$ cat config.mk
export PLATFORM = sky130hd
export DESIGN_NAME = div_unit_flat
export DESIGN_NICKNAME = d
export VERILOG_FILES = /design/src/rtl/div_unit_if.sv /design/src/rtl/div_unit.sv /design/src/flat_wrapper.sv
export SDC_FILE = /design/constraint.sdc
export NUM_CORES = 1
export LEC_CHECK = 0
export BUFFER_PORTS_ARGS = -buffer_cell sky130_fd_sc_hd__buf_4
export CORE_MARGIN = 10
export CORE_UTILIZATION = 43
export DETAILED_ROUTE_END_ITERATION = 16
export PLACE_DENSITY = 0.68
export SYNTH_ARGS = -nofsm -noshare
export SYNTH_HDL_FRONTEND = slang
export SYNTH_SLANG_ARGS = --single-unit
export TNS_END_PERCENT = 1
$ cat constraint.sdc
create_clock -name CLK -period 6.4 [get_ports CLK]
set_input_delay 0.64 -clock CLK [delete_from_list [all_inputs] [get_ports CLK]]
set_output_delay 0.64 -clock CLK [all_outputs]
set_load 0.05 [all_outputs]
$ cat src/rtl/div_unit_if.sv
// Request/response bundle for div_unit: flush, valid/ready request with
// operands and opcode, valid/ready response with result, and busy status.
interface div_unit_if #(
    parameter int WIDTH = 32
);
    logic             flush;
    logic             req_valid;
    logic             req_ready;
    logic [WIDTH-1:0] port_a;
    logic [WIDTH-1:0] port_b;
    logic [1:0]       divOp;
    logic             resp_valid;
    logic             resp_ready;
    logic [WIDTH-1:0] port_out;
    logic             busy;

    modport master (
        output flush, req_valid, port_a, port_b, divOp, resp_ready,
        input  req_ready, resp_valid, port_out, busy
    );

    modport slave (
        input  flush, req_valid, port_a, port_b, divOp, resp_ready,
        output req_ready, resp_valid, port_out, busy
    );
endinterface

$ cat src/rtl/div_unit.sv
// div_unit: iterative RV32M DIV/DIVU/REM/REMU, one restoring radix-2 step
// per cycle over magnitudes, sign fix-up on the final step.
// Divide-by-zero and signed overflow finish one cycle after acceptance.
// Optional feature macro: DIV_EARLY_OUT_EN (|b|>|a| or |b|==1 finish in one
// cycle as well; results are identical either way).
module div_unit #(
    parameter int WIDTH = 32
) (
    input logic       CLK,
    input logic       nRST,
    div_unit_if.slave bus
);
    localparam int CNTW = $clog2(WIDTH) + 1;
    localparam logic [WIDTH-1:0] MIN_VAL = {1'b1, {(WIDTH-1){1'b0}}};

    typedef enum logic [1:0] {
        IDLE = 2'd0,
        CALC = 2'd1,
        DONE = 2'd2
    } state_t;

    state_t           r_state;
    logic             r_is_rem;
    logic             r_neg_q;
    logic             r_neg_r;
    logic [WIDTH:0]   r_rem;
    logic [WIDTH-1:0] r_quo;
    logic [WIDTH-1:0] r_div;
    logic [CNTW-1:0]  r_cnt;
    logic [WIDTH-1:0] r_out;
    logic             r_resp_valid;
    logic             r_req_ready;
    logic             r_busy;

    logic             w_signed;
    logic             w_a_neg;
    logic             w_b_neg;
    logic [WIDTH-1:0] w_abs_a;
    logic [WIDTH-1:0] w_abs_b;
    logic             w_div_zero;
    logic             w_ovf;
    logic             w_fast;
    logic [WIDTH-1:0] w_fast_res;

    logic [WIDTH+1:0] w_shift;
    logic [WIDTH+1:0] w_diff;
    logic             w_ge;
    logic [WIDTH:0]   w_rem_nxt;
    logic [WIDTH-1:0] w_quo_nxt;
    logic [WIDTH-1:0] w_q_fix;
    logic [WIDTH-1:0] w_r_fix;

    // Operand decode at acceptance: sign flags, magnitudes, special cases
    always_comb begin
        w_signed   = ~bus.divOp[0];
        w_a_neg    = w_signed & bus.port_a[WIDTH-1];
        w_b_neg    = w_signed & bus.port_b[WIDTH-1];
        w_abs_a    = w_a_neg ? (~bus.port_a + 1'b1) : bus.port_a;
        w_abs_b    = w_b_neg ? (~bus.port_b + 1'b1) : bus.port_b;
        w_div_zero = (bus.port_b == '0);
        w_ovf      = w_signed && (bus.port_a == MIN_VAL) && (bus.port_b == '1);
    end

    // One-cycle result for requests that need no iteration
    always_comb begin
        w_fast     = 1'b0;
        w_fast_res = '0;
        if (w_div_zero) begin
            w_fast     = 1'b1;
            w_fast_res = bus.divOp[1] ? bus.port_a : '1;
        end else if (w_ovf) begin
            w_fast     = 1'b1;
            w_fast_res = bus.divOp[1] ? '0 : MIN_VAL;
        end
`ifdef DIV_EARLY_OUT_EN
        else if (w_abs_b > w_abs_a) begin
            w_fast     = 1'b1;
            w_fast_res = bus.divOp[1] ? bus.port_a : '0;
        end else if (w_abs_b == WIDTH'(1)) begin
            w_fast     = 1'b1;
            w_fast_res = bus.divOp[1] ? '0 :
                         ((w_a_neg ^ w_b_neg) ? (~w_abs_a + 1'b1) : w_abs_a);
        end
`endif
    end

    // Restoring step: the trial subtract is one bit wider than the remainder
    // so its top bit is the borrow, i.e. the inverse of rem >= |b|
    always_comb begin
        w_shift   = {r_rem, r_quo[WIDTH-1]};
        w_diff    = w_shift - {2'b00, r_div};
        w_ge      = ~w_diff[WIDTH+1];
        w_rem_nxt = w_ge ? w_diff[WIDTH:0] : w_shift[WIDTH:0];
        w_quo_nxt = {r_quo[WIDTH-2:0], w_ge};
        w_q_fix   = r_neg_q ? (~w_quo_nxt + 1'b1) : w_quo_nxt;
        w_r_fix   = r_neg_r ? (~w_rem_nxt[WIDTH-1:0] + 1'b1) : w_rem_nxt[WIDTH-1:0];
    end

    // Control FSM with registered handshake outputs and datapath registers
    always_ff @(posedge CLK or negedge nRST) begin
        if (!nRST) begin
            r_state      <= IDLE;
            r_is_rem     <= 1'b0;
            r_neg_q      <= 1'b0;
            r_neg_r      <= 1'b0;
            r_rem        <= '0;
            r_quo        <= '0;
            r_div        <= '0;
            r_cnt        <= '0;
            r_out        <= '0;
            r_resp_valid <= 1'b0;
            r_req_ready  <= 1'b1;
            r_busy       <= 1'b0;
        end else if (bus.flush) begin
            r_state      <= IDLE;
            r_resp_valid <= 1'b0;
            r_req_ready  <= 1'b1;
            r_busy       <= 1'b0;
        end else begin
            case (r_state)
                IDLE: begin
                    if (bus.req_valid && r_req_ready) begin
                        r_is_rem    <= bus.divOp[1];
                        r_neg_q     <= w_a_neg ^ w_b_neg;
                        r_neg_r     <= w_a_neg;
                        r_div       <= w_abs_b;
                        r_quo       <= w_abs_a;
                        r_rem       <= '0;
                        r_req_ready <= 1'b0;
                        r_busy      <= 1'b1;
                        if (w_fast) begin
                            r_out        <= w_fast_res;
                            r_resp_valid <= 1'b1;
                            r_state      <= DONE;
                        end else begin
                            r_cnt   <= CNTW'(WIDTH);
                            r_state <= CALC;
                        end
                    end
                end
                CALC: begin
                    r_rem <= w_rem_nxt;
                    r_quo <= w_quo_nxt;
                    r_cnt <= r_cnt - 1'b1;
                    if (r_cnt == CNTW'(1)) begin
                        r_out        <= r_is_rem ? w_r_fix : w_q_fix;
                        r_resp_valid <= 1'b1;
                        r_state      <= DONE;
                    end
                end
                DONE: begin
                    if (bus.resp_ready) begin
                        r_resp_valid <= 1'b0;
                        r_req_ready  <= 1'b1;
                        r_busy       <= 1'b0;
                        r_state      <= IDLE;
                    end
                end
                default: begin
                    r_resp_valid <= 1'b0;
                    r_req_ready  <= 1'b1;
                    r_busy       <= 1'b0;
                    r_state      <= IDLE;
                end
            endcase
        end
    end

    assign bus.req_ready  = r_req_ready;
    assign bus.resp_valid = r_resp_valid;
    assign bus.port_out   = r_out;
    assign bus.busy       = r_busy;
endmodule
$ cat src/flat_wrapper.sv
// flat-port wrapper written by rule: the top's interface ports become plain ports
module div_unit_flat 
#(
    parameter int WIDTH = 32
)
  (CLK, nRST, bus_flush, bus_req_valid, bus_port_a, bus_port_b, bus_divOp, bus_resp_ready, bus_req_ready, bus_resp_valid, bus_port_out, bus_busy);
  div_unit_if #(.WIDTH(WIDTH)) bus_i ();
  input logic CLK;
  input logic nRST;
  input wire logic [$bits(bus_i.flush)-1:0] bus_flush;
  input wire logic [$bits(bus_i.req_valid)-1:0] bus_req_valid;
  input wire logic [$bits(bus_i.port_a)-1:0] bus_port_a;
  input wire logic [$bits(bus_i.port_b)-1:0] bus_port_b;
  input wire logic [$bits(bus_i.divOp)-1:0] bus_divOp;
  input wire logic [$bits(bus_i.resp_ready)-1:0] bus_resp_ready;
  output wire logic [$bits(bus_i.req_ready)-1:0] bus_req_ready;
  output wire logic [$bits(bus_i.resp_valid)-1:0] bus_resp_valid;
  output wire logic [$bits(bus_i.port_out)-1:0] bus_port_out;
  output wire logic [$bits(bus_i.busy)-1:0] bus_busy;
  assign bus_i.flush = bus_flush;
  assign bus_i.req_valid = bus_req_valid;
  assign bus_i.port_a = bus_port_a;
  assign bus_i.port_b = bus_port_b;
  assign bus_i.divOp = bus_divOp;
  assign bus_i.resp_ready = bus_resp_ready;
  assign bus_req_ready = bus_i.req_ready;
  assign bus_resp_valid = bus_i.resp_valid;
  assign bus_port_out = bus_i.port_out;
  assign bus_busy = bus_i.busy;
  div_unit #(.WIDTH(WIDTH)) u_core (.CLK(CLK), .nRST(nRST), .bus(bus_i));
endmodule
==> results of run 1 <==
[cell families after synthesis]
family,after synthesis,synth area share
and+or+nand+nor,546,0.215
muxes,31,0.0260
AOI/OAI and AO/OA,524,0.273
adders and majority gates,40,0.0423
DFF,143,0.298
xor gates and xnor gates,136,0.0991
buffers and inverters,141,0.0468
[worst max-delay path: stages, from the launching register on]
cell and delay (ps):
dfrtp_1 430, ha_1 490, nand4_1 200, nor4_1 620
nand2_1 150, a311o_1 300, o211a_2 190, inv_1 110
mux2i_1 280, ha_1 210, inv_1 70, nor2_1 100
o211ai_1 130, nor4_1 380, and4_1 270, o22ai_1 290
nor4bb_1 520, mux2i_1 240, a2bb2oi_1 80, a31oi_1 170
[through the flow]
| stage | power, uW | util | hold WS (ps) |
|---|---|---|---|
| 2_1_floorplan | 2560 | - | 344 |
| 3_3_place_gp | 3070 | 0.472 | 466 |
| 3_5_place_dp | 3100 | 0.472 | 471 |
| 4_1_cts | 4240 | 0.495 | 338 |
| 5_1_grt | 4500 | 0.495 | 374 |
| 6_report | 4240 | 0.495 | 298 |
[path summary, 6_finish.rpt]
kind / startpoint / endpoint / slack [ps] / cells past startpoint
setup / recovery: u_core.r_rem[24]$_DFFE_PN0P_ / u_core.bus.port_out[28]$_DFFE_PN0P_ / 1100 / 19
hold / removal: nRST / u_core.r_div[30]$_DFFE_PN0P_ / 300 / 1
setup reg to reg: u_core.r_rem[24]$_DFFE_PN0P_ / u_core.bus.port_out[28]$_DFFE_PN0P_ / 1100 / 19
hold reg to reg: u_core.bus.port_out[3]$_DFFE_PN0P_ / u_core.bus.port_out[3]$_DFFE_PN0P_ / 480 / 2
max in group asynchronous: nRST / u_core.r_rem[21]$_DFFE_PN0P_ / 4770 / 2
min in group CLK: u_core.bus.port_out[3]$_DFFE_PN0P_ / u_core.bus.port_out[3]$_DFFE_PN0P_ / 480 / 2
[per-layer routing]
| layer | GRT usage | up-vias |
|---|---|---|
| met1 | 0.274 | 5784 |
| met4 | 0.0748 | 0 |
| met5 | 0 | - |
| met3 | 0.0317 | 55 |
| li1 | - | 5745 |
| met2 | 0.358 | 384 |
[power groups by stage]
| stage | Clock, uW | Sequential, uW | Combinational, uW |
|---|---|---|---|
| finish | 1130 | 1310 | 1790 |
| global route | 1180 | 1340 | 1980 |
| CTS | 1140 | 1310 | 1790 |
| detailed placement | 0 | 1320 | 1780 |
| global placement | 0 | 1310 | 1760 |
| floorplan | 0 | 1490 | 1060 |
[registers in the layout, summed over array words and instances, names as in the netlist, 2 cells and up]
signal and flops:
u_core.r_cnt 6, u_core.r_state 2, u_core.r_rem 33, u_core.r_div 32, u_core.bus.port_out 32, u_core.r_quo 32
[layout make-up]
| type | instances | area share |
|---|---|---|
| clock buffer | 19 | 0.0323 |
| inverter | 59 | 0.0161 |
| multi-input combinational | 1277 | 0.576 |
| sequential | 143 | 0.261 |
| clock inverter | 13 | 0.0152 |
| tap | 378 | 0.0345 |
| timing repair buffer | 119 | 0.0654 |
[layout by cell type, fill, tap and decap left out, types with 5 or more instances in the layout]
cell type / Yosys / final
o21a_1: 5 / 5
mux2i_1: 29 / 29
or2_2: 6 / 6
ha_1: 39 / 39
a211oi_1: 20 / 20
nand2_1: 198 / 197
nand2b_1: 25 / 25
nor4_1: 13 / 13
inv_1: 58 / 58
or4_1: 11 / 11
a211o_1: 6 / 6
xnor2_1: 64 / 64
nand3_1: 25 / 25
nand4_1: 20 / 20
a21o_1: 16 / 16
a31oi_1: 23 / 23
o31a_1: 5 / 5
or3_1: 36 / 35
dfrtp_1: 142 / 142
o21ai_0: 209 / 209
nor2b_1: 10 / 8
and2_1: 20 / 20
o41ai_1: 7 / 7
o211ai_1: 27 / 27
and3_1: 5 / 5
nor3_1: 35 / 35
xor2_1: 72 / 72
a31o_2: 5 / 5
o31ai_1: 34 / 34
bufinv_16: 0 / 5
clkbuf_16: 0 / 17
buf_4: 1 / 118
nor2_1: 127 / 127
a21oi_1: 102 / 102
==> results.yml, run 1 <==
clocking:
  cts_made_buffers: 17
  cts_max_path_buffers: 2
  cts_tree: "built"
  worstSkewPairLatency_ps: 430
  clock_sinks: 143
  cts_hold_buf: 0
  htreeDepth: 4
  clk_pin_slew_ps: 70
  cts_setup_buffers: 0
  post_cts_resized: 0
  root_buffer: "clkbuf_16"
yosys:
  synthFlopType: "dfrtp_1"
  synth.distinct_cells: 85
  synth_nets: 1672
  synth_common_cells: "o21ai_0 (209), nand2_1 (198), dfrtp_1 (142)"
  synth_seq_cells: 143
  yosysSeqAreaShare: 0.298
  yosys_warnings: 0
  synth_edf_count: 0
  yosys.area.top_type: "dfrtp_1"
  synthArstFlopShare: 1.00
  synth_most_common_cell: "o21ai_0"
  synthCells: 1561
  synth_top_area_share: 0.296
  syn_area_mm2: 0.0120
  avgSynthCellArea_um2: 7.70
  synthTopCellsByArea: "dfrtp_1 (30%), o21ai_0 (8.7%), nand2_1 (6.2%), xor2_1 (5.2%), xnor2_1 (4.7%)"
run_status:
  status: "complete, no violations"
cells_and_area:
  layout-drive-gt1-share: 0.115
  n_fill_cell: 2770
  nets: 1728
  area_delta_synth_final_pct: 14.1
  multi_input_area_mm2: 0.00790
  fin_cells: 2008
  diodes: 0
  finalInstanceArea_mm2: 0.0137
  seq_area_mm2: 0.00358
routing:
  postRouteAntennaNets: 0
  routedLengthMet1_mm: 16.8
  wl_mm: 38.3
  first_iter_violations: 1005
  wl_per_cell_um: 19.1
  wl_met3_mm: 2.14
  via_per_inst: 5.96
  drt_first_pass_iters: 8
  wl_met2_mm: 18.3
  highest_layer: "met4"
  num_vias: 12000
  drc: 0
timing:
  max_freq_mhz: 189
  final-hold-violation-count: 0
  slew_violations: 0
  tightestPinTransition_ps: 1220
  slew_headroom: 0.186
  rsz0062_at_grt: "false"
  setup_tns_ps: 0
  period_minus_slack_ps: 5300
  finClkSkew_ps: 10.2
  fin_crit_sh: 0.829
  finalSetupViolCount: 0
  setup_ws_ps: 1100
power_and_ir_drop:
  vdd_drop_max_v: 0.000200
  power_leakage_uw: 0.00574
  p_switching_uw: 1790
  internal_power_uw: 2440
  comb_power_share: 0.423
  pwr_density_cell_mw_per_mm2: 309
  sw_frac_of_total: 0.423
  clock_power_share: 0.267
  seqPwrFrac: 0.310
setup_path:
  startpoint_type: "flip-flop"
  critPathArrivalTime_ps: 5650
  worst_ep_required_time_ps: 6750
  cp_max_fo: 12
  crit_type: "flip-flop to flip-flop"
  end_kind: "flip-flop"
floorplan:
  ioPinCount: 106
  die_y_um: 187
  die_x_um: 187
  placementRows: 61
  die_area_mm2: 0.0350
  core_area_mm2: 0.0277
  start_util: 0.434
global_route:
  gr-total-overflow: 0
  grt_pass1_wl_mm: 61.5
  grt_max_degree: 98
  antenna_found_initial: 0
  gr-usage-all-layers: 0.214
  grt_pass1_vias: 11400
worst_hold_path:
  hold_class: "input pin to asynchronous set/reset pin"
place:
  hpwl_mm: 29.0
  place_area_mm2: 0.0131
  dpl_worst_slack_ps: 1220
  routabilityCongestion: 0.940
  portBuffers: 105
  dpl.cell_count: 1976
run:
  cap_violations: 0
No activity file was read; power rests on OpenSTA's default activity.
==> run 2, diff against run 1 <==
clock period = 5.52 ns   (was 6.4 ns; I/O delays follow)
==> run 2 against run 1 <==
Net effect:
- non-clock buffer count rose by 3
- flip-flop and latch count unchanged
- routed wire length down 0.16%
- largest power group unchanged
- utilization barely moved
==> results.yml, run 2 (synthesized netlist as in run 1, its figures left out) <==
clocking:
  clk_pin_slew_ps: 70
  cts_tree: "built"
  cts_setup_buffers: 0
  root_buffer: "clkbuf_16"
  clock_sinks: 143
  htreeDepth: 4
  cts_max_path_buffers: 2
  cts_made_buffers: 17
  post_cts_resized: 0
  cts_hold_buf: 0
  worstSkewPairLatency_ps: 440
place:
  routabilityCongestion: 0.932
  hpwl_mm: 29.1
  portBuffers: 105
power_and_ir_drop:
  power_leakage_uw: 0.00575
  pwr_density_cell_mw_per_mm2: 354
  comb_power_share: 0.429
  vdd_drop_max_v: 0.000219
  p_switching_uw: 2110
  internal_power_uw: 2750
  seqPwrFrac: 0.313
  sw_frac_of_total: 0.433
  clock_power_share: 0.258
cells_and_area:
  multi_input_area_mm2: 0.00790
  top_register: "u_core.r_rem"
  final_common_cell: "o21ai_0"
  largest_reg_flops: 33
  layout-drive-gt1-share: 0.116
  nets: 1731
  diodes: 0
  seq_area_mm2: 0.00358
  layout_common_cells: "o21ai_0 (209), nand2_1 (197), dfrtp_1 (142)"
  n_fill_cell: 2703
  area_delta_synth_final_pct: 14.1
timing:
  setup_tns_ps: 0
  max_freq_mhz: 201
  tightestPinTransition_ps: 1270
  finalSetupViolCount: 0
  slew_violations: 0
  final-hold-violation-count: 0
  rsz0062_at_grt: "false"
  finClkSkew_ps: 13.1
  fin_crit_sh: 0.901
  whs_ps: 221
  period_minus_slack_ps: 4970
  slew_headroom: 0.153
run_status:
  status: "complete, no violations"
floorplan:
  core_area_mm2: 0.0277
  die_x_um: 187
  ioPinCount: 106
  die_y_um: 187
  start_util: 0.434
  placementRows: 61
  die_area_mm2: 0.0350
global_route:
  antenna_found_initial: 0
  gr-usage-all-layers: 0.214
  grt_max_degree: 104
  grt_pass1_vias: 11300
  gr-total-overflow: 0
  grt_pass1_wl_mm: 61.3
routing:
  via_per_inst: 5.85
  postRouteAntennaNets: 0
  drt_first_pass_iters: 5
  num_vias: 11800
  wl_mm: 38.3
  wl_per_cell_um: 19.0
  first_iter_violations: 1201
  drc: 0
setup_path:
  reg2reg_from: "u_core.r_rem[7]$_DFFE_PN0P_"
  end_kind: "flip-flop"
  critPathArrivalTime_ps: 5320
  crit_type: "flip-flop to flip-flop"
  reg2reg_to: "u_core.bus.port_out[24]$_DFFE_PN0P_"
  ff2ff_path_depth: 20
  startpoint_type: "flip-flop"
  worst_ep_required_time_ps: 5870
  reg2reg_slack_ps: 550
  cp_max_fo: 8
worst_hold_path:
  hold_class: "input pin to asynchronous set/reset pin"
run:
  cap_violations: 0
-- run 2: cell count changes in the layout (fill, tap and decap cells not counted) --
cell and delta:
clkinvlp_4 -2, bufinv_16 -2, clkinv_2 -2, buf_4 +3, inv_8 +1, clkinv_4 +5
-- run 2: per-stage QoR --
stage | util | setup slack [ps] | cell area [um^2] | total power, uW | instances
2_1_floorplan | - | 772 | 12000 | 2970 | 1561
3_3_place_gp | 0.472 | 714 | 13100 | 3580 | 1979
3_5_place_dp | 0.472 | 648 | 13100 | 3610 | 1979
4_1_cts | 0.495 | 621 | 13700 | 4870 | 2011
5_1_grt | 0.495 | 107 | 13700 | 5170 | 2011
6_report | 0.495 | 545 | 13700 | 4860 | 2011
-- run 2: layer usage --
layer | vias up | global-route usage | part of all wire
met1 | 5618 | 0.273 | 0.44
met2 | 348 | 0.358 | 0.48
met3 | 51 | 0.0317 | 0.051
met5 | - | 0 | 0
met4 | 0 | 0.0744 | 0.026
li1 | 5754 | - | -
-- run 2: power by group through the flow --
stage	sequential, uW	clock [uW]	combinational [uW]
after global placement	1530	0	2050
after CTS	1510	1270	2080
after detailed placement	1530	0	2070
final	1520	1250	2090
after global routing	1550	1320	2300
after floorplan	1730	0	1230
-- run 2: final cells by class --
cell class,instances,share of cell area
clock inverter,13,0.0130
inverter,59,0.0162
timing repair buffer,122,0.0671
sequential,143,0.261
clock buffer,19,0.0323
tap,378,0.0345
multi-input combinational,1277,0.576
-- run 2: worst max-delay path by stage --
stage,cells past startpoint,slack [ps],to,from
2_1_floorplan,21,770,u_core.bus.port_out[26]$_DFFE_PN0P_,u_core.r_rem[2]$_DFFE_PN0P_
3_3_place_gp,20,710,u_core.bus.port_out[24]$_DFFE_PN0P_,u_core.r_rem[7]$_DFFE_PN0P_
3_5_place_dp,20,650,u_core.bus.port_out[24]$_DFFE_PN0P_,u_core.r_rem[7]$_DFFE_PN0P_
4_1_cts,20,620,u_core.bus.port_out[24]$_DFFE_PN0P_,u_core.r_rem[7]$_DFFE_PN0P_
5_1_grt,20,110,u_core.bus.port_out[24]$_DFFE_PN0P_,u_core.r_rem[7]$_DFFE_PN0P_
6_report,20,550,u_core.bus.port_out[24]$_DFFE_PN0P_,u_core.r_rem[7]$_DFFE_PN0P_
-- run 2: worst max-delay path: stages, from the launching register on --
cell and delay, ps:
dfrtp_1 430, ha_1 410, a21oi_2 210, a21boi_2 230, o221ai_1 200, o311a_1 380
o211a_2 340, inv_1 110, mux2i_1 270, ha_1 230, inv_1 80, nor2_1 110
o211ai_1 140, nor4_1 390, and4_1 270, o22ai_1 190, buf_4 210, o31ai_1 270
xor2_1 180, o21ai_0 90, o21ai_0 150
==> run 3, diff against run 2 <==
ABC_AREA = 1   (was not set)
CORE_UTILIZATION = 46   (was 43)
PLACE_DENSITY = 0.71   (was 0.68)
==> run 3 against run 2 <==
Net effect:
- synthesized cell count grew 42%
- non-clock buffer count unchanged
- critical path depth up 7
- sequential share of layout area shrank 2.4 points
- utilization increased by 2.8 points
- die area rose by 4.4%
- flip-flop and latch count did not move
- register-to-register slack gained 620 ps
- global-route usage up 5.2 points
- final cell count increased by 33%
- combinational power grew to 4.0 times the previous value
- critical path type unchanged
- largest power group unchanged
==> results.yml, run 3 <==
run_status:
  status: "complete, no violations"
cells_and_area:
  top_register: "u_core.r_rem"
  diodes: 0
  layout_common_cells: "nand2_1 (678), inv_1 (282), nor2_1 (189)"
  final_core_util: 0.523
  layout-drive-gt1-share: 0.103
  nets: 2384
  largest_reg_flops: 33
  area_delta_synth_final_pct: 11.9
  final_common_cell: "nand2_1"
  n_fill_cell: 3034
yosys:
  synth_nets: 2324
  synth_common_cells: "nand2_1 (679), inv_1 (282), nor2_1 (190)"
  synth_seq_cells: 143
  synthArstFlopShare: 1.00
  synth_top_area_share: 0.263
  avgSynthCellArea_um2: 6.10
  synth_most_common_cell: "nand2_1"
  synthFlopType: "dfrtp_1"
  yosysSeqAreaShare: 0.265
  synth.distinct_cells: 50
  yosys.area.top_type: "dfrtp_1"
  syn_area_mm2: 0.0135
  synthTopCellsByArea: "dfrtp_1 (26%), nand2_1 (19%), inv_1 (7.8%), nand3_1 (6.7%), o21ai_0 (6.2%)"
  yosys_warnings: 0
  synthCells: 2213
  synth_edf_count: 0
clocking:
  clk_pin_slew_ps: 60
  cts_setup_buffers: 0
  worstSkewPairLatency_ps: 450
  clock_sinks: 143
  cts_max_path_buffers: 2
  htreeDepth: 4
  root_buffer: "clkbuf_16"
  cts_hold_buf: 0
  cts_made_buffers: 17
  cts_tree: "built"
  post_cts_resized: 0
timing:
  slew_headroom: 0.320
  period_minus_slack_ps: 4350
  final-hold-violation-count: 0
  finalSetupViolCount: 0
  finClkSkew_ps: 10.5
  setup_ws_ps: 1170
  fin_crit_sh: 0.789
  max_freq_mhz: 230
  rsz0062_at_grt: "false"
  setup_tns_ps: 0
  whs_ps: 89.7
  tightestPinTransition_ps: 1010
  slew_violations: 0
place:
  dpl_worst_slack_ps: 1310
  hpwl_mm: 37.9
  routabilityCongestion: 1.01
  portBuffers: 105
routing:
  first_iter_violations: 1562
  wl_mm: 49.3
  wl_per_cell_um: 18.5
  drc: 0
  drt_first_pass_iters: 6
  via_per_inst: 5.60
  num_vias: 14900
  postRouteAntennaNets: 0
global_route:
  gr-usage-all-layers: 0.266
  grt_pass1_wl_mm: 77.2
  grt_max_degree: 69
  grt_pass1_vias: 14000
  gr-total-overflow: 0
  antenna_found_initial: 1
setup_path:
  end_kind: "flip-flop"
  crit_type: "flip-flop to flip-flop"
  ff2ff_path_depth: 27
  worst_ep_required_time_ps: 5860
  cp_top_family: "simple AND/OR/NAND/NOR gates"
  crit_cells: 27
  critical_path.max_stage_delay_ps: 370
  cp_max_fo: 24
  startpoint_type: "flip-flop"
  crit_slowest_cell: "dfrtp_1"
  path_buf_inv: 3
  crit_path_frequent_cell: "nand2_1"
  critPathArrivalTime_ps: 4700
  reg2reg_to: "u_core.bus.port_out[28]$_DFFE_PN0P_"
  reg2reg_from: "u_core.r_div[16]$_DFFE_PN0P_"
  reg2reg_slack_ps: 1170
floorplan:
  core_area_mm2: 0.0289
  die_x_um: 191
  die_area_mm2: 0.0366
  placementRows: 62
  start_util: 0.467
  ioPinCount: 106
  die_y_um: 191
power_and_ir_drop:
  power_leakage_uw: 0.00783
  vdd_drop_max_v: 0.000393
  pwr_density_cell_mw_per_mm2: 751
  total_power_uw: 11300
run:
  cap_violations: 0
worst_hold_path:
  hold_class: "input pin to asynchronous set/reset pin"
==> run 3: layout make-up <==
class,instances,area [um^2],share of cell area
repair buffers,122,920,0.0609
inverters,292,1100,0.0726
clock inverters,9,133,0.00878
multi-input cells,1697,8420,0.557
clock buffers,22,474,0.0314
flip-flops and latches,143,3580,0.237
well taps,384,480,0.0318
==> run 3: cell families (layout without fill, tap and decap cells) <==
logic type,count (synthesis),after routing,synth area share
simple gates,1210,1210,0.390
compound gates,383,383,0.154
buf+inv,373,445,0.111
flops,143,143,0.265
xor+xnor,64,64,0.0416
fa+ha+maj,40,40,0.0377
==> run 3: worst max path at each step <==
stage                                      start                                  end  slack [ps]
floorplan            u_core.r_rem[7]$_DFFE_PN0P_  u_core.bus.port_out[30]$_DFFE_PN0P_        1940
global placement    u_core.r_rem[19]$_DFFE_PN0P_  u_core.bus.port_out[26]$_DFFE_PN0P_        1350
detailed placement   u_core.r_div[2]$_DFFE_PN0P_  u_core.bus.port_out[28]$_DFFE_PN0P_        1310
CTS                  u_core.r_div[3]$_DFFE_PN0P_  u_core.bus.port_out[26]$_DFFE_PN0P_        1280
global route         u_core.r_div[3]$_DFFE_PN0P_  u_core.bus.port_out[26]$_DFFE_PN0P_         610
finish              u_core.r_div[16]$_DFFE_PN0P_  u_core.bus.port_out[28]$_DFFE_PN0P_        1170
==> run 3: per-layer routing <==
layer	part of all wire	track usage
met1	0.44	0.362
met2	0.45	0.416
met3	0.083	0.0514
met4	0.024	0.0847
met5	0.00026	0
==> run 3: stage by stage <==
stage	instance area, um^2	std cells
floorplan	13500	2213
CTS	15100	2669
global route	15100	2669
detailed placement	14500	2638
global placement	14500	2638
finish	15100	2669
==> run 3: where the power goes <==
group	switching (uW)	total, uW	internal [uW]
registers	314	1770	1460
clock network	503	1250	745
logic	5910	8330	2420
==> run 3: worst register-to-register path, stage by stage (launching register included) <==
cell     delay (ps)
dfrtp_1         370
inv_1            70
ha_1            360
nand2_1         110
nand2_1         100
a21oi_1         140
nand2_1         120
inv_2            80
nand2_2         100
nand2_4         110
nand3_4         270
nand2_4         200
ha_1            210
nand3_1         130
nor2_1          190
nand2_1         110
nor3_1          300
nand2_1         120
nor2_1          120
nand3_1         140
o21ai_0         240
inv_1           110
a21oi_1         170
nand2_1          80
a21oi_1         150
nand2_1          70
nand2_1          50
nand2_1          40
